--- src/rtl/wb_regfile_stage_pkg.sv ---
// Shared definitions for the write-back stage: datapath width, bank
// geometry, stack-pointer placement and the bank-select encoding.
package wb_regfile_stage_pkg;

    localparam int DATA_W     = 16;
    localparam int NUM_GPR    = 8;
    localparam int NUM_PRIV   = 4;
    localparam int GPR_IDX_W  = 3;
    localparam int PRIV_IDX_W = 2;
    localparam int SP_IDX     = 0;

    localparam logic [DATA_W-1:0] SP_RESET = 16'h0FFF;

    // Value of dest_or_private_i selecting each bank
    localparam logic BANK_GPR  = 1'b0;
    localparam logic BANK_PRIV = 1'b1;

    // Per-entry reset images, entry 0 in the least significant slice
    localparam logic [NUM_GPR*DATA_W-1:0]  GPR_RESET  = '0;
    localparam logic [NUM_PRIV*DATA_W-1:0] PRIV_RESET =
        {{((NUM_PRIV-1)*DATA_W){1'b0}}, SP_RESET} << (SP_IDX*DATA_W);

endpackage

--- src/rtl/wb_regfile_stage_reg_bank.sv ---
// Register bank with asynchronous reset to a per-entry image, one write
// port and NUM_RD combinational write-first read ports.
module reg_bank #(
    parameter int DEPTH  = 8,
    parameter int IDX_W  = 3,
    parameter int DATA_W = 16,
    parameter int NUM_RD = 2,
    parameter logic [DEPTH*DATA_W-1:0] RESET_VALS = '0
) (
    input  logic                     clk,
    input  logic                     rst,
    input  logic                     we,
    input  logic [IDX_W-1:0]         wrIdx,
    input  logic [DATA_W-1:0]        wrData,
    input  logic [NUM_RD*IDX_W-1:0]  rdIdx,
    output logic [NUM_RD*DATA_W-1:0] rdData
);

    logic [DATA_W-1:0] mem [DEPTH];

    // Storage: reload the reset image on rst, otherwise commit the single write port
    always_ff @(posedge clk or posedge rst) begin
        if (rst) begin
            for (int i = 0; i < DEPTH; i++) begin
                mem[i] <= RESET_VALS[i*DATA_W +: DATA_W];
            end
        end else if (we) begin
            mem[wrIdx] <= wrData;
        end
    end

    // Each read port returns the in-flight write when it targets the same entry
    for (genvar g = 0; g < NUM_RD; g++) begin : gRead
        logic [IDX_W-1:0] idx;
        assign idx = rdIdx[g*IDX_W +: IDX_W];
        assign rdData[g*DATA_W +: DATA_W] = (we && (idx == wrIdx)) ? wrData : mem[idx];
    end

endmodule

--- src/rtl/wb_regfile_stage.sv ---
// Write-back stage: selects the result, commits it to the GPR or private
// bank, offers bypassing reads and forwarding info, and counts retirements.
module wb_regfile_stage
    import wb_regfile_stage_pkg::*;
(
    input  logic              clk,
    input  logic              rst,
    input  logic              reg_write_i,
    input  logic              mem_or_reg_i,
    input  logic              dest_or_private_i,
    input  logic              bubble_i,
    input  logic [3:0]        dest_addr_i,
    input  logic [DATA_W-1:0] data_res_i,
    input  logic [DATA_W-1:0] mem_data_i,
    input  logic [2:0]        rd_addr_a_i,
    input  logic [2:0]        rd_addr_b_i,
    output logic [DATA_W-1:0] rd_data_a_o,
    output logic [DATA_W-1:0] rd_data_b_o,
    input  logic [1:0]        priv_rd_addr_i,
    output logic [DATA_W-1:0] priv_rd_data_o,
    output logic              wb_valid_o,
    output logic              wb_priv_o,
    output logic [3:0]        wb_addr_o,
    output logic [DATA_W-1:0] wb_data_o,
    output logic [DATA_W-1:0] retired_o,
    output logic              addr_err_o
);

    logic              writeActive;
    logic              legal;
    logic              we;
    logic              gprWe;
    logic              privWe;
    logic [DATA_W-1:0] wbData;
    logic [DATA_W-1:0] retiredCount;
    logic              addrErr;

    // The private bank only decodes the low two address bits, so anything above must be zero
    assign wbData      = mem_or_reg_i ? mem_data_i : data_res_i;
    assign writeActive = reg_write_i & ~bubble_i;
    assign legal       = (dest_or_private_i == BANK_PRIV) ? (dest_addr_i[3:2] == 2'b00)
                                                          : ~dest_addr_i[3];
    assign we          = writeActive & legal & ~rst;
    assign gprWe       = we & (dest_or_private_i == BANK_GPR);
    assign privWe      = we & (dest_or_private_i == BANK_PRIV);

    assign wb_valid_o = we;
    assign wb_priv_o  = dest_or_private_i;
    assign wb_addr_o  = dest_addr_i;
    assign wb_data_o  = wbData;
    assign retired_o  = retiredCount;
    assign addr_err_o = addrErr;

    reg_bank #(
        .DEPTH      (NUM_GPR),
        .IDX_W      (GPR_IDX_W),
        .DATA_W     (DATA_W),
        .NUM_RD     (2),
        .RESET_VALS (GPR_RESET)
    ) gprBank (
        .clk    (clk),
        .rst    (rst),
        .we     (gprWe),
        .wrIdx  (dest_addr_i[GPR_IDX_W-1:0]),
        .wrData (wbData),
        .rdIdx  ({rd_addr_b_i, rd_addr_a_i}),
        .rdData ({rd_data_b_o, rd_data_a_o})
    );

    reg_bank #(
        .DEPTH      (NUM_PRIV),
        .IDX_W      (PRIV_IDX_W),
        .DATA_W     (DATA_W),
        .NUM_RD     (1),
        .RESET_VALS (PRIV_RESET)
    ) privBank (
        .clk    (clk),
        .rst    (rst),
        .we     (privWe),
        .wrIdx  (dest_addr_i[PRIV_IDX_W-1:0]),
        .wrData (wbData),
        .rdIdx  (priv_rd_addr_i),
        .rdData (priv_rd_data_o)
    );

    // Every non-bubble slot retires, including ones whose write was dropped; wraps naturally
    always_ff @(posedge clk or posedge rst) begin
        if (rst) begin
            retiredCount <= '0;
        end else if (!bubble_i) begin
            retiredCount <= retiredCount + 16'd1;
        end
    end

    // Sticky flag for a write that targeted an address outside its bank
    always_ff @(posedge clk or posedge rst) begin
        if (rst) begin
            addrErr <= 1'b0;
        end else if (writeActive && !legal) begin
            addrErr <= 1'b1;
        end
    end

endmodule

--- config.mk ---
export PLATFORM = sky130hd
export DESIGN_NAME = wb_regfile_stage
export DESIGN_NICKNAME = d
export VERILOG_FILES = /design/src/rtl/wb_regfile_stage_pkg.sv /design/src/rtl/wb_regfile_stage_reg_bank.sv /design/src/rtl/wb_regfile_stage.sv
export SDC_FILE = /design/constraint.sdc
export NUM_CORES = 1
export LEC_CHECK = 0
export ABC_AREA = 1
export BUFFER_PORTS_ARGS = -buffer_cell sky130_fd_sc_hd__buf_4
export CORE_MARGIN = 1
export CORE_UTILIZATION = 40
export CTS_CLUSTER_SIZE = 24
export DETAILED_ROUTE_END_ITERATION = 7
export MAX_ROUTING_LAYER = met4
export PLACE_DENSITY = 0.63
export SLEW_MARGIN = 40
export SYNTH_ARGS = -nofsm -noshare
export SYNTH_HDL_FRONTEND = slang
export SYNTH_SLANG_ARGS = --single-unit
--- constraint.sdc ---
create_clock -name clk -period 10.3 [get_ports clk]
set_input_delay 1.03 -clock clk [delete_from_list [all_inputs] [get_ports clk]]
set_output_delay 1.03 -clock clk [all_outputs]
set_load 0.005 [all_outputs]
==> results.tsv <==
stage	metric	value	unit
clocking	post-cts-setup-buffer-count	0	
clocking	cts.htree.levels	1	
worst_hold_path	hold_class	reg -> reg	
synth	synth-async-reset-ratio	1.00	
timing	setup_viol	0	
setup_path	arrival	3.52	ns
synth	netlist_area	11500	µm²
place	gp_congestion	0.887	
floorplan	die_w	171	µm
clocking	cts_tree	built	
timing	tightestPinTransition	0.869	ns
setup_path	timing.critical_path.mode_cell	nand2_1	
floorplan	std_cell_rows	61	
floorplan	num_io_pins	137	
setup_path	slowest_delay	0.65	ns
timing	finalSetupTns	0	ns
floorplan	initial_utilization	0.410	
synth	synth_cell_types	26	
timing	skew	0.00846	ns
timing	fin_crit	4.55	ns
synth	synth_commonest_cells	nand2_1 (696), nand3_1 (216), o21ai_0 (209)	
timing	drv_slew	0	
setup_path	worstPathMaxFanout	66	
synth	synthCells	1647	
pwr	p_leak	6.45	nW
synth	synth_top_area_cell	dfrtp_1	
global_route	antenna_found_initial	0	
final_layout	layout-area-overhead-vs-synth	16.9	%
clocking	clockBufferDepth	3	
setup_path	crit_chain	buf_4 -> xnor2_1 -> nand2_1 -> nor2_2 -> nand2_2 -> nand2_1 -> nand2_1 -> buf_4	
synth	yosys_most_used_dff	dfrtp_1	
setup_path	crit_family	simple AND/OR/NAND/NOR gates	
clocking	clock_latency	0.52	ns
synth	synth_top_area_frac	0.430	
synth	seq_area_frac_synth	0.457	
place	io_buffers	136	
synth	synth-edff-count	0	
synth	yosys_register_bits	209	
detailed_routing	wl_per_cell	18.3	µm
setup_path	startpoint_type	primary input	
run	drv_cap	0	
detailed_routing	vias	11400	
setup_path	crit_path_top_delay_cell	nor2_2	
pwr	peakVddDrop	0.102	mV
detailed_routing	wirelength	38300	µm
timing	fin_hold_ws	0.468	ns
global_route	grt_pass1_vias	10600	
final_layout	final_cells	2092	
floorplan	die_h	171	µm
final_layout	fillCellCount	2835	
global_route	grt_pass1_wl	59700	µm
detailed_routing	vias_per_cell	5.46	
clocking	cts_root_buf	clkbuf_16	
synth	synth_nets	1698	
place	hpwl	23200	µm
synth	synth_most_common_cell	nand2_1	
detailed_routing	drt_iter0_markers	1241	
clocking	hold_buffers	0	
setup_path	path_class	in -> out	
global_route	grt_max_degree	82	
global_route	grt.total_usage	0.271	
timing	finalHoldViolCount	0	
final_layout	nNetsFinal	1747	
timing	fin_crit_sh	0.442	
synth	ys_warn_count	0	
clocking	cts_resized	0	
floorplan	core_area	28000	µm²
synth	avgSynthCellArea	6.97	µm²
final_layout	drive_above_1_share	0.130	
pwr	power.total	0.00220	W
detailed_routing	ant_nets	0	
timing	maxSlewHeadroom	0.420	
setup_path	worst-path-buf-inv	2	
status	status	complete, no violations	
setup_path	critical_path_required	9.27	ns
global_route	grt_remaining_overflow	0	
final_layout	n_antenna_cell	0	
detailed_routing	drc	0	
synth	netlist_top_cells_area	dfrtp_1 (43%), nand2_1 (23%), nand3_1 (9.4%)	
clocking	clkSinkCount	209	
place	dp.cells	2048	
timing	rsz0062_at_grt	no	
floorplan	die_area	29400	µm²
timing	max_freq	220	MHz
clocking	clkTransAtPathRegs	0.05	ns
detailed_routing	first_pass_iters	8	
pwr	power_density	164	nW/µm²
clocking	numCtsBuffers	24	
setup_path	critical_path.endpoint_type	output port	
registers in the layout, indices dropped and copies added (netlist names):
register / count
gprBank.mem: 128
retired_o: 16
addr_err_o: 1
privBank.mem: 64
placed cells by master (no fill, tap or decap):
cell type / Yosys / layout
nand3_2: 1 / 2
o21ai_0: 209 / 209
nand2_1: 696 / 696
inv_2: 4 / 5
nand2_2: 4 / 4
xor2_1: 6 / 6
nand3_1: 216 / 215
dfrtp_1: 197 / 197
nor3_1: 1 / 1
clkbuf_1: 97 / 5
clkinv_2: 0 / 6
o21ai_1: 16 / 16
clkbuf_8: 0 / 6
dfstp_2: 12 / 12
bufinv_16: 0 / 3
inv_8: 0 / 1
inv_1: 49 / 46
nor3_4: 1 / 1
buf_4: 5 / 152
nor2_1: 51 / 51
ha_1: 1 / 1
clkbuf_16: 0 / 25
o22ai_1: 16 / 16
nor2_2: 4 / 3
a31o_2: 1 / 1
xnor2_1: 10 / 10
nor2_4: 0 / 1
clkinv_1: 0 / 1
nand4_1: 20 / 20
nand3b_1: 1 / 1
buf_6: 2 / 1
path summary, 6_finish.rpt:
check | from | to | slack, ns | cells after the start
worst max register to register | retired_o[0] | retired_o[14] | 8.62 | 6
max in group asynchronous | rst | gprBank.mem[102] | 8.10 | 4
worst min-delay path | addr_err_o | addr_err_o | 0.47 | 1
worst max-delay path | rd_addr_a_i[0] | rd_data_a_o[14] | 5.75 | 8
worst min register to register | addr_err_o | addr_err_o | 0.47 | 1
min in group asynchronous | rst | retired_o[1] | 0.53 | 2
routing by layer:
layer / routed length (µm) / up-vias / share of wire / GRT usage
met3: 3050 / 60 / 0.080 / 0.0400
met5: 0 / - / 0 / -
met4: 733 / 0 / 0.019 / 0.0788
met2: 17600 / 495 / 0.46 / 0.428
li1: - / 5431 / - / -
met1: 16900 / 5433 / 0.44 / 0.360
final cells by class:
type                    instances  area (µm²)  share of cell area
flip-flops and latches        209        5250               0.391
inverters                      53         206              0.0154
well taps                     378         473              0.0352
clock buffers                  35         713              0.0531
clock inverters                 9         120             0.00895
multi-input cells            1254        5500               0.410
repair buffers                154        1170              0.0869
metrics by stage:
| stage | util | setup slack [ns] | cell area (µm²) |
|---|---|---|---|
| after global placement | 0.449 | 5.91 | 12600 |
| after floorplan | - | 2.09 | 11500 |
| final | 0.479 | 5.75 | 13400 |
| after CTS | 0.479 | 5.79 | 13400 |
| after global routing | 0.479 | 5.61 | 13400 |
| after detailed placement | 0.449 | 5.80 | 12600 |
kinds of logic after synthesis:
kind of cell	after synthesis	share of synthesized area
and+or+nand+nor	995	0.357
DFF	209	0.457
adders and majority gates	1	0.00109
buffers and inverters	184	0.0649
xor gates and xnor gates	16	0.0122
AOI/OAI and AO/OA	242	0.108
report_power, final:
part	total [W]	internal, W	switching (W)
Clock	0.000899	0.000554	0.000345
Combinational	0.000349	0.000134	0.000215
Sequential	0.000954	0.000898	0.0000567
(Power assumes the default switching activity.)
